## src/rtl/regfile_context_engine_if.sv

```systemverilog
// Register file context engine bus: control, save/restore streams and the
// register file port. master = engine side, slave = environment side.
interface regfile_context_engine_if #(
  parameter int DATA_WIDTH       = 32,
  parameter int RFILE_ADDR_WIDTH = 5
);
  logic                        saveStart;
  logic                        restoreStart;
  logic                        abort;
  logic                        busy;
  logic                        done;
  logic                        saveValid;
  logic                        saveReady;
  logic [DATA_WIDTH-1:0]       saveData;
  logic                        restoreValid;
  logic                        restoreReady;
  logic [DATA_WIDTH-1:0]       restoreData;
  logic [1:0]                  rfWriteMoveEnable;
  logic [RFILE_ADDR_WIDTH-1:0] rfWriteAddr;
  logic [DATA_WIDTH-1:0]       rfWriteData;
  logic [RFILE_ADDR_WIDTH-1:0] rfReadAddr;
  logic [DATA_WIDTH-1:0]       rfReadData;

  modport master (
    input  saveStart, restoreStart, abort, saveReady, restoreValid, restoreData, rfReadData,
    output busy, done, saveValid, saveData, restoreReady,
           rfWriteMoveEnable, rfWriteAddr, rfWriteData, rfReadAddr
  );

  modport slave (
    output saveStart, restoreStart, abort, saveReady, restoreValid, restoreData, rfReadData,
    input  busy, done, saveValid, saveData, restoreReady,
           rfWriteMoveEnable, rfWriteAddr, rfWriteData, rfReadAddr
  );
endinterface

```

## src/rtl/regfile_context_engine.sv

```systemverilog
// Saves/restores the whole register file over valid/ready streams.
// Define REGFILE_CTX_SKIP_ZERO_EN to leave register 0 out of both sequences.
module regfile_context_engine #(
  parameter int DATA_WIDTH       = 32,
  parameter int RFILE_ADDR_WIDTH = 5,
  parameter int RAM_DEPTH        = 1 << RFILE_ADDR_WIDTH
) (
  input  logic                     clock,
  input  logic                     resetN,
  regfile_context_engine_if.master bus
);
  localparam int AW = RFILE_ADDR_WIDTH;
  localparam int DW = DATA_WIDTH;
`ifdef REGFILE_CTX_SKIP_ZERO_EN
  localparam logic [AW-1:0] FIRST = AW'(1);
`else
  localparam logic [AW-1:0] FIRST = AW'(0);
`endif
  localparam logic [AW-1:0] LAST = AW'(RAM_DEPTH - 1);

  typedef enum logic [2:0] {IDLE, SAVE_FETCH, SAVE_SEND, RESTORE, FINISH} state_t;

  state_t          state_q, state_d;
  logic [AW-1:0]   index_q, index_d;
  logic            busy_q, busy_d;
  logic            done_q, done_d;
  logic            save_valid_q, save_valid_d;
  logic [DW-1:0]   save_data_q, save_data_d;
  logic            restore_ready_q, restore_ready_d;
  logic [1:0]      wme_q, wme_d;
  logic [AW-1:0]   waddr_q, waddr_d;
  logic [DW-1:0]   wdata_q, wdata_d;
  logic [AW-1:0]   raddr_q, raddr_d;

  wire last = (index_q == LAST);

  always_comb begin
    state_d         = state_q;
    index_d         = index_q;
    done_d          = 1'b0;
    save_valid_d    = save_valid_q;
    save_data_d     = save_data_q;
    restore_ready_d = restore_ready_q;
    wme_d           = 2'b00;
    waddr_d         = waddr_q;
    wdata_d         = wdata_q;
    raddr_d         = raddr_q;
    case (state_q)
      IDLE: begin
        if (bus.saveStart) begin
          state_d = SAVE_FETCH;
          index_d = FIRST;
          raddr_d = FIRST;
        end else if (bus.restoreStart) begin
          state_d         = RESTORE;
          index_d         = FIRST;
          restore_ready_d = 1'b1;
        end
      end
      SAVE_FETCH: begin
        save_data_d  = bus.rfReadData;
        save_valid_d = 1'b1;
        state_d      = SAVE_SEND;
      end
      SAVE_SEND: begin
        if (save_valid_q && bus.saveReady) begin
          save_valid_d = 1'b0;
          if (last) begin
            state_d = FINISH;
            done_d  = 1'b1;
          end else begin
            index_d = index_q + AW'(1);
            raddr_d = index_q + AW'(1);
            state_d = SAVE_FETCH;
          end
        end
      end
      RESTORE: begin
        if (bus.restoreValid && restore_ready_q) begin
          wme_d   = 2'b01;
          waddr_d = index_q;
          wdata_d = bus.restoreData;
          if (last) begin
            restore_ready_d = 1'b0;
            state_d         = FINISH;
            done_d          = 1'b1;
          end else begin
            index_d = index_q + AW'(1);
          end
        end
      end
      FINISH:  state_d = IDLE;
      default: state_d = IDLE;
    endcase
    // abort beats any handshake in the same cycle; an already-issued write stays on the port
    if (bus.abort && state_q != IDLE) begin
      state_d         = IDLE;
      save_valid_d    = 1'b0;
      restore_ready_d = 1'b0;
      wme_d           = 2'b00;
      done_d          = 1'b0;
    end
    busy_d = (state_d != IDLE);
  end

  always_ff @(posedge clock or negedge resetN) begin
    if (!resetN) begin
      state_q         <= IDLE;
      index_q         <= '0;
      busy_q          <= 1'b0;
      done_q          <= 1'b0;
      save_valid_q    <= 1'b0;
      save_data_q     <= '0;
      restore_ready_q <= 1'b0;
      wme_q           <= 2'b00;
      waddr_q         <= '0;
      wdata_q         <= '0;
      raddr_q         <= '0;
    end else begin
      state_q         <= state_d;
      index_q         <= index_d;
      busy_q          <= busy_d;
      done_q          <= done_d;
      save_valid_q    <= save_valid_d;
      save_data_q     <= save_data_d;
      restore_ready_q <= restore_ready_d;
      wme_q           <= wme_d;
      waddr_q         <= waddr_d;
      wdata_q         <= wdata_d;
      raddr_q         <= raddr_d;
    end
  end

  assign bus.busy              = busy_q;
  assign bus.done              = done_q;
  assign bus.saveValid         = save_valid_q;
  assign bus.saveData          = save_data_q;
  assign bus.restoreReady      = restore_ready_q;
  assign bus.rfWriteMoveEnable = wme_q;
  assign bus.rfWriteAddr       = waddr_q;
  assign bus.rfWriteData       = wdata_q;
  assign bus.rfReadAddr        = raddr_q;
endmodule

```

## src/flat_wrapper.sv

```systemverilog
// flat-port wrapper written by rule: the top's interface ports become plain ports
module regfile_context_engine_flat 
#(
  parameter int DATA_WIDTH       = 32,
  parameter int RFILE_ADDR_WIDTH = 5,
  parameter int RAM_DEPTH        = 1 << RFILE_ADDR_WIDTH
)
  (clock, resetN, bus_saveStart, bus_restoreStart, bus_abort, bus_saveReady, bus_restoreValid, bus_restoreData, bus_rfReadData, bus_busy, bus_done, bus_saveValid, bus_saveData, bus_restoreReady, bus_rfWriteMoveEnable, bus_rfWriteAddr, bus_rfWriteData, bus_rfReadAddr);
  regfile_context_engine_if #(.DATA_WIDTH(DATA_WIDTH), .RFILE_ADDR_WIDTH(RFILE_ADDR_WIDTH)) bus_i ();
  input  logic clock;
  input  logic resetN;
  input wire logic [$bits(bus_i.saveStart)-1:0] bus_saveStart;
  input wire logic [$bits(bus_i.restoreStart)-1:0] bus_restoreStart;
  input wire logic [$bits(bus_i.abort)-1:0] bus_abort;
  input wire logic [$bits(bus_i.saveReady)-1:0] bus_saveReady;
  input wire logic [$bits(bus_i.restoreValid)-1:0] bus_restoreValid;
  input wire logic [$bits(bus_i.restoreData)-1:0] bus_restoreData;
  input wire logic [$bits(bus_i.rfReadData)-1:0] bus_rfReadData;
  output wire logic [$bits(bus_i.busy)-1:0] bus_busy;
  output wire logic [$bits(bus_i.done)-1:0] bus_done;
  output wire logic [$bits(bus_i.saveValid)-1:0] bus_saveValid;
  output wire logic [$bits(bus_i.saveData)-1:0] bus_saveData;
  output wire logic [$bits(bus_i.restoreReady)-1:0] bus_restoreReady;
  output wire logic [$bits(bus_i.rfWriteMoveEnable)-1:0] bus_rfWriteMoveEnable;
  output wire logic [$bits(bus_i.rfWriteAddr)-1:0] bus_rfWriteAddr;
  output wire logic [$bits(bus_i.rfWriteData)-1:0] bus_rfWriteData;
  output wire logic [$bits(bus_i.rfReadAddr)-1:0] bus_rfReadAddr;
  assign bus_i.saveStart = bus_saveStart;
  assign bus_i.restoreStart = bus_restoreStart;
  assign bus_i.abort = bus_abort;
  assign bus_i.saveReady = bus_saveReady;
  assign bus_i.restoreValid = bus_restoreValid;
  assign bus_i.restoreData = bus_restoreData;
  assign bus_i.rfReadData = bus_rfReadData;
  assign bus_busy = bus_i.busy;
  assign bus_done = bus_i.done;
  assign bus_saveValid = bus_i.saveValid;
  assign bus_saveData = bus_i.saveData;
  assign bus_restoreReady = bus_i.restoreReady;
  assign bus_rfWriteMoveEnable = bus_i.rfWriteMoveEnable;
  assign bus_rfWriteAddr = bus_i.rfWriteAddr;
  assign bus_rfWriteData = bus_i.rfWriteData;
  assign bus_rfReadAddr = bus_i.rfReadAddr;
  regfile_context_engine #(.DATA_WIDTH(DATA_WIDTH), .RFILE_ADDR_WIDTH(RFILE_ADDR_WIDTH), .RAM_DEPTH(RAM_DEPTH)) u_core (.clock(clock), .resetN(resetN), .bus(bus_i));
endmodule
```

## config.mk

```make
export PLATFORM = sky130hd
export DESIGN_NAME = regfile_context_engine_flat
export DESIGN_NICKNAME = d
export VERILOG_FILES = /design/src/rtl/regfile_context_engine_if.sv /design/src/rtl/regfile_context_engine.sv /design/src/flat_wrapper.sv
export SDC_FILE = /design/constraint.sdc
export NUM_CORES = 1
export LEC_CHECK = 0
export CORE_MARGIN = 1.5
export CORE_UTILIZATION = 45
export DETAILED_ROUTE_END_ITERATION = 8
export PLACE_DENSITY = 0.84
export SYNTH_ARGS = -nofsm -noshare
export SYNTH_HDL_FRONTEND = slang
export SYNTH_SLANG_ARGS = --single-unit
export TNS_END_PERCENT = 20
```

## constraint.sdc

```tcl
create_clock -name clock -period 6.18 [get_ports clock]
set_input_delay 1.236 -clock clock [delete_from_list [all_inputs] [get_ports clock]]
set_output_delay 1.236 -clock clock [all_outputs]
set_load 0.01 [all_outputs]
```

# Word-level counts from Yosys, hierarchy flattened
# Cells that the tools add are included.
# totals
ff_bits	88
latch_bits	0
mem_bits_rw	0
rom_bits	0
input_bits	71
out_inout_bits	80
elab_cells	76
memories	0
# op_classes
add_sub_neg	1
mul	0
div	0
n_lt_le_gt_ge	0
n_eq_ne	14
shift	0
muxes	35
bitwise	0
n_reduce_logical	15
# ops
operator	count
5-bit two-way mux	8
3-bit two-way mux	7
5-bit one-hot mux with 3 select lines	1
3-bit nonzero test	5
1-bit two-way mux	12
3-bit one-hot mux with 4 select lines	1
5-bit one-hot mux with 2 select lines	1
3-bit by 1-bit != test with 1-bit output (second input constant)	3
4-bit AND reduction	2
3-bit by 2-bit == test with 1-bit output (second input constant)	2
3-bit by 2-bit != test with 1-bit output (second input constant)	2
1-bit one-hot mux with 2 select lines	3
5-bit by 1-bit adder with 5-bit output (second input constant)	1
5-bit == test (second input constant)	1
5-bit AND reduction	1
2-bit two-way mux	2
2-bit by 1-bit != test with 1-bit output (second input constant)	2
2-bit != test (second input constant)	2
2-bit AND reduction	2
3-bit by 1-bit == test with 1-bit output (second input constant)	1
1-bit logical AND	3
3-bit zero test	1
3-bit != test (second input constant)	1
2-bit nonzero test	1

# Depth between registers and ports, before layout
# logic_depth
ltp_word	6
mapped_depth	7
ltp_nobuf	7

# Worst setup path after synthesis
# No wires, ideal clock.
# synth_path
path_type	input to register
startpoint	in bus_saveReady
endpoint	reg u_core.raddr_q[0], in the netlist u_core.bus.rfReadAddr[0]
setup_time_ps	125
arrival_time_ps	2104
t_required_ps	6055
slack_ps	3952
path_stages	4
n_path_buf	0
path_cell_list	and3b_1 mux2i_1 nor3_2 mux2_2
# synth_between
elab_chain_len	3
# synth_rtl
item	line_no	text
start: declaration	flat_wrapper.sv:15	input wire logic [$bits(bus_i.saveReady)-1:0] bus_saveReady;
1-bit logical AND	regfile_context_engine.sv:66	if (save_valid_q && bus.saveReady) begin
2-bit by 1-bit != test with 1-bit output (no line)	--	
4-bit AND reduction (no line)	--	
end signal: assignment	regfile_context_engine.sv:130	raddr_q <= raddr_d;
end: declaration	regfile_context_engine.sv:33	logic [AW-1:0] raddr_q, raddr_d;
# Every way passes these cells.
# A chain may end at the register's enable or synchronous reset.

# Worst setup path in the final report
# layout_path
startpoint	in bus_restoreValid
endpoint	reg u_core.wdata_q[15], in the netlist u_core.bus.rfWriteData[15]
# layout_between
elab_chain_len	2
# layout_rtl
item	line_no	text
start: declaration	flat_wrapper.sv:16	input wire logic [$bits(bus_i.restoreValid)-1:0] bus_restoreValid;
1-bit logical AND	regfile_context_engine.sv:79	if (bus.restoreValid && restore_ready_q) begin
2-bit AND reduction (no line)	--	
end signal: assignment	regfile_context_engine.sv:129	wdata_q <= wdata_d;
end: declaration	regfile_context_engine.sv:32	logic [DW-1:0] wdata_q, wdata_d;
# Every way passes these cells.

==> key figures <==
Yosys
  – Mapped Area: 3563 µm²
  – Syn_nets: 316
  – Synth Instances: 243
  – Top cell type's share of synthesized area: 0.6110
  – Synth cell types: 39
  – Ys Warns: 0
  – Flops & latches, synth: 87
  – Ranking of synthesized cells by area: dfrtp_1, mux2_2, buf_4
  – Sequential share of the synthesized area: 0.6110
  – Synth area leader: dfrtp_1
  – Avg Cell Area, Syn: 14.66 µm²

Cells and area
  – Nets: 466
  – Layout cells sized above 1: 0.2412
  – Antenna Cells: 0
  – Area Growth Syn to Fin: 48.53%

Min path
  – Hold Crit Class: reg -> reg
  – Cell count of the worst hold path: 1

Pwr
  – Clock network fraction of total power: 0.148
  – Leakage Power: 2.260 nW
  – Maximum vdd ir drop: 0.2179 mV
  – Reg power frac: 0.407
  – Gate power share: 0.445
  – Internal power: 0.001552 W
  – Switching share of total power: 0.3103
  – Power Density: 425.3 nW/µm²
  – Net Sw Power: 0.0006984 W

Floorplanning
  – Starting Density: 0.4635
  – Core Area: 7687 µm²
  – Die Y: 91.99 µm
  – Row count: 32
  – Die area: 8461 µm²
  – Ports: 151
  – Die width: 91.99 µm

Critical path
  – Largest fanout on the critical path: 38
  – Crit path required time: 6400 ps
  – Critical Path AT: 3130 ps
  – Crit path capture type: flop
  – Critical path type: in -> reg
  – Worst reg-to-reg path cell count: 7
  – Crit start category: input pin

Timing
  – RSZ-0062 raised after global routing: no
  – Max Freq: 343.2 MHz
  – Max-slew violations: 0
  – Final Critical Period: 2914 ps
  – Final Hold Viols: 0
  – Max_slew headroom: 0.2807
  – Fin Setup TNS: 0 ps
  – Crit share post-route: 0.4715
  – Final Setup Violations: 0
  – Slew @ Worst Pin: 1076 ps
  – Fin Clk Skew: 15.06 ps
  – Final hold slack: 487.6 ps

Placed design
  – Routability cong.: 0.9038
  – Hpwl dp: 5376 µm
  – Port Buf Inserts: 149

Route
  – Detailed Route Iter0 Violations: 61
  – Post-route ant nets: 0
  – Vias: 2505
  – DR DRC count: 0
  – Wirelength per Cell: 14.90 µm
  – Via/cell ratio: 5.010
  – First drt pass iteration count: 4
  – Final wirelength: 7448 µm

Clock network
  – Root Driver: clkbuf_8
  – CTS tree: done
  – CTS Sinks: 87
  – CTS buffer count: 9
  – Post-CTS Hold Fix Bufs: 0
  – Post-CTS Resized: 0
  – H-tree levels: 3
  – Clock Tree Buf Depth: 2
  – Setup bufs post-CTS: 0
  – Worst-path clk slew: 80 ps
  – Worst-Skew Late Latency: 340 ps

GRT
  – Vias in the first global route: 2601
  – Largest net degree at the start of global routing: 88
  – Grt total ovfl: 0
  – First-pass GRT wire length: 12190 µm
  – Initial antenna violation count: 0
  – Gr usage total: 0.1833

Job
  – Max-cap violations: 0

Status
  – Outcome: finished clean
metrics by stage:
step	total power (W)	cell area (µm²)	setup WS (ps)	instances	util
after floorplan	0.001403	3563	3952	243	-
after global placement	0.001910	5126	2933	484	0.6668
after detailed placement	0.001941	5126	2897	484	0.6668
after CTS	0.002284	5293	3255	500	0.6885
after global routing	0.002392	5293	3152	500	0.6885
final	0.002251	5293	3266	500	0.6885
cell families (layout without fill, tap and decap cells):
| group | count (synthesis) | after routing | share of synthesized area |
|---|---|---|---|
| AND/OR/NAND/NOR | 41 | 41 | 0.06742 |
| XOR/XNOR | 1 | 1 | 0.002458 |
| multiplexers | 77 | 77 | 0.2458 |
| adder cells (fa/ha/maj) | 2 | 2 | 0.007021 |
| AO/OA/AOI/OAI | 18 | 18 | 0.03898 |
| flip-flops | 87 | 87 | 0.6110 |
| buffers and inverters | 16 | 171 | 0.02633 |
| other | 1 | 1 | 0.001052 |
path summary, 6_finish.rpt:
kind | startpoint | end | slack [ps]
worst max-delay path | bus_restoreValid | u_core.bus.rfWriteData[15] | 3270
worst min-delay path | u_core.bus.saveData[10] | u_core.bus.saveData[10] | 490
worst max register to register | u_core.index_q[0] | u_core.bus.rfReadAddr[0] | 3810
worst min register to register | u_core.bus.saveData[10] | u_core.bus.saveData[10] | 490
max in group asynchronous | resetN | u_core.bus.restoreReady | 4420
min in group asynchronous | resetN | u_core.bus.saveData[6] | 1080
placed cells by master, fill, tap and decap left out, types with 3 or more instances in the layout:
cell type | Yosys | layout
mux2_4 | 3 | 3
nand2b_1 | 4 | 4
mux2_2 | 68 | 68
inv_1 | 5 | 5
clkbuf_8 | 0 | 9
clkdlybuf4s50_1 | 0 | 148
nor2_1 | 10 | 9
dfrtp_1 | 87 | 87
nand3_1 | 5 | 5
clkinvlp_4 | 0 | 4
and3_1 | 3 | 3
mux2_1 | 4 | 4
nand2_1 | 5 | 5
o21ai_0 | 4 | 4
critical path, stage by stage:
cell	delay [ps]
clkdlybuf4s50_1	490
nand2_1	110
nor2_4	850
mux2_2	430
Yosys cell counts, drive strengths merged:
| library cell | n |
|---|---|
| or3b | 2 |
| nand4 | 2 |
| nor3 | 2 |
| or3 | 1 |
| nand2 | 6 |
| and3b | 1 |
| o21ai | 4 |
| a21oi | 2 |
| xor2 | 1 |
| inv | 5 |
| nor3b | 1 |
| or2 | 1 |
| nor2 | 11 |
| conb | 1 |
| a21boi | 1 |
| nand2b | 4 |
| o31ai | 1 |
| ha | 2 |
| o311ai | 1 |
| a311oi | 2 |
| dfrtp | 87 |
| mux2 | 75 |
| buf | 11 |
| o2bb2ai | 3 |
| o21a | 2 |
| nor2b | 1 |
| and3 | 3 |
| o22ai | 1 |
| a211oi | 1 |
| nand3b | 1 |
| mux2i | 2 |
| nand3 | 5 |
state kept, by name, indices dropped and copies added, names as in the netlist, 3 cells and up:
register,flops
u_core.bus.rfWriteData,32
u_core.state_q,3
u_core.bus.saveData,32
u_core.bus.rfReadAddr,5
u_core.index_q,5
u_core.bus.rfWriteAddr,5
layout make-up:
type	count	area, µm²
clock buffers	11	131.4
well taps	102	127.6
repair buffers	150	1496
clock inverters	5	35.03
multi-input cells	140	1306
fillers	590	2395
flip-flops and latches	87	2177
inverters	5	18.77
power groups by stage:
| stage | Sequential (W) | Combinational, W | Clock (W) |
|---|---|---|---|
| after floorplan | 0.000995 | 0.000408 | 0 |
| after global placement | 0.000921 | 0.000989 | 0 |
| after detailed placement | 0.000928 | 0.00101 | 0 |
| after CTS | 0.000918 | 0.00102 | 0.000350 |
| after global routing | 0.000951 | 0.00107 | 0.000372 |
| final | 0.000916 | 0.00100 | 0.000334 |
per-layer routing:
layer,up-vias,GRT usage,wire [µm]
met5,-,0,0
met4,0,0.06667,113
met2,103,0.3019,3666
met1,1234,0.2357,3135
li1,1158,-,-
met3,10,0.04395,533
Note: power is estimated with default switching activity, not from simulation.
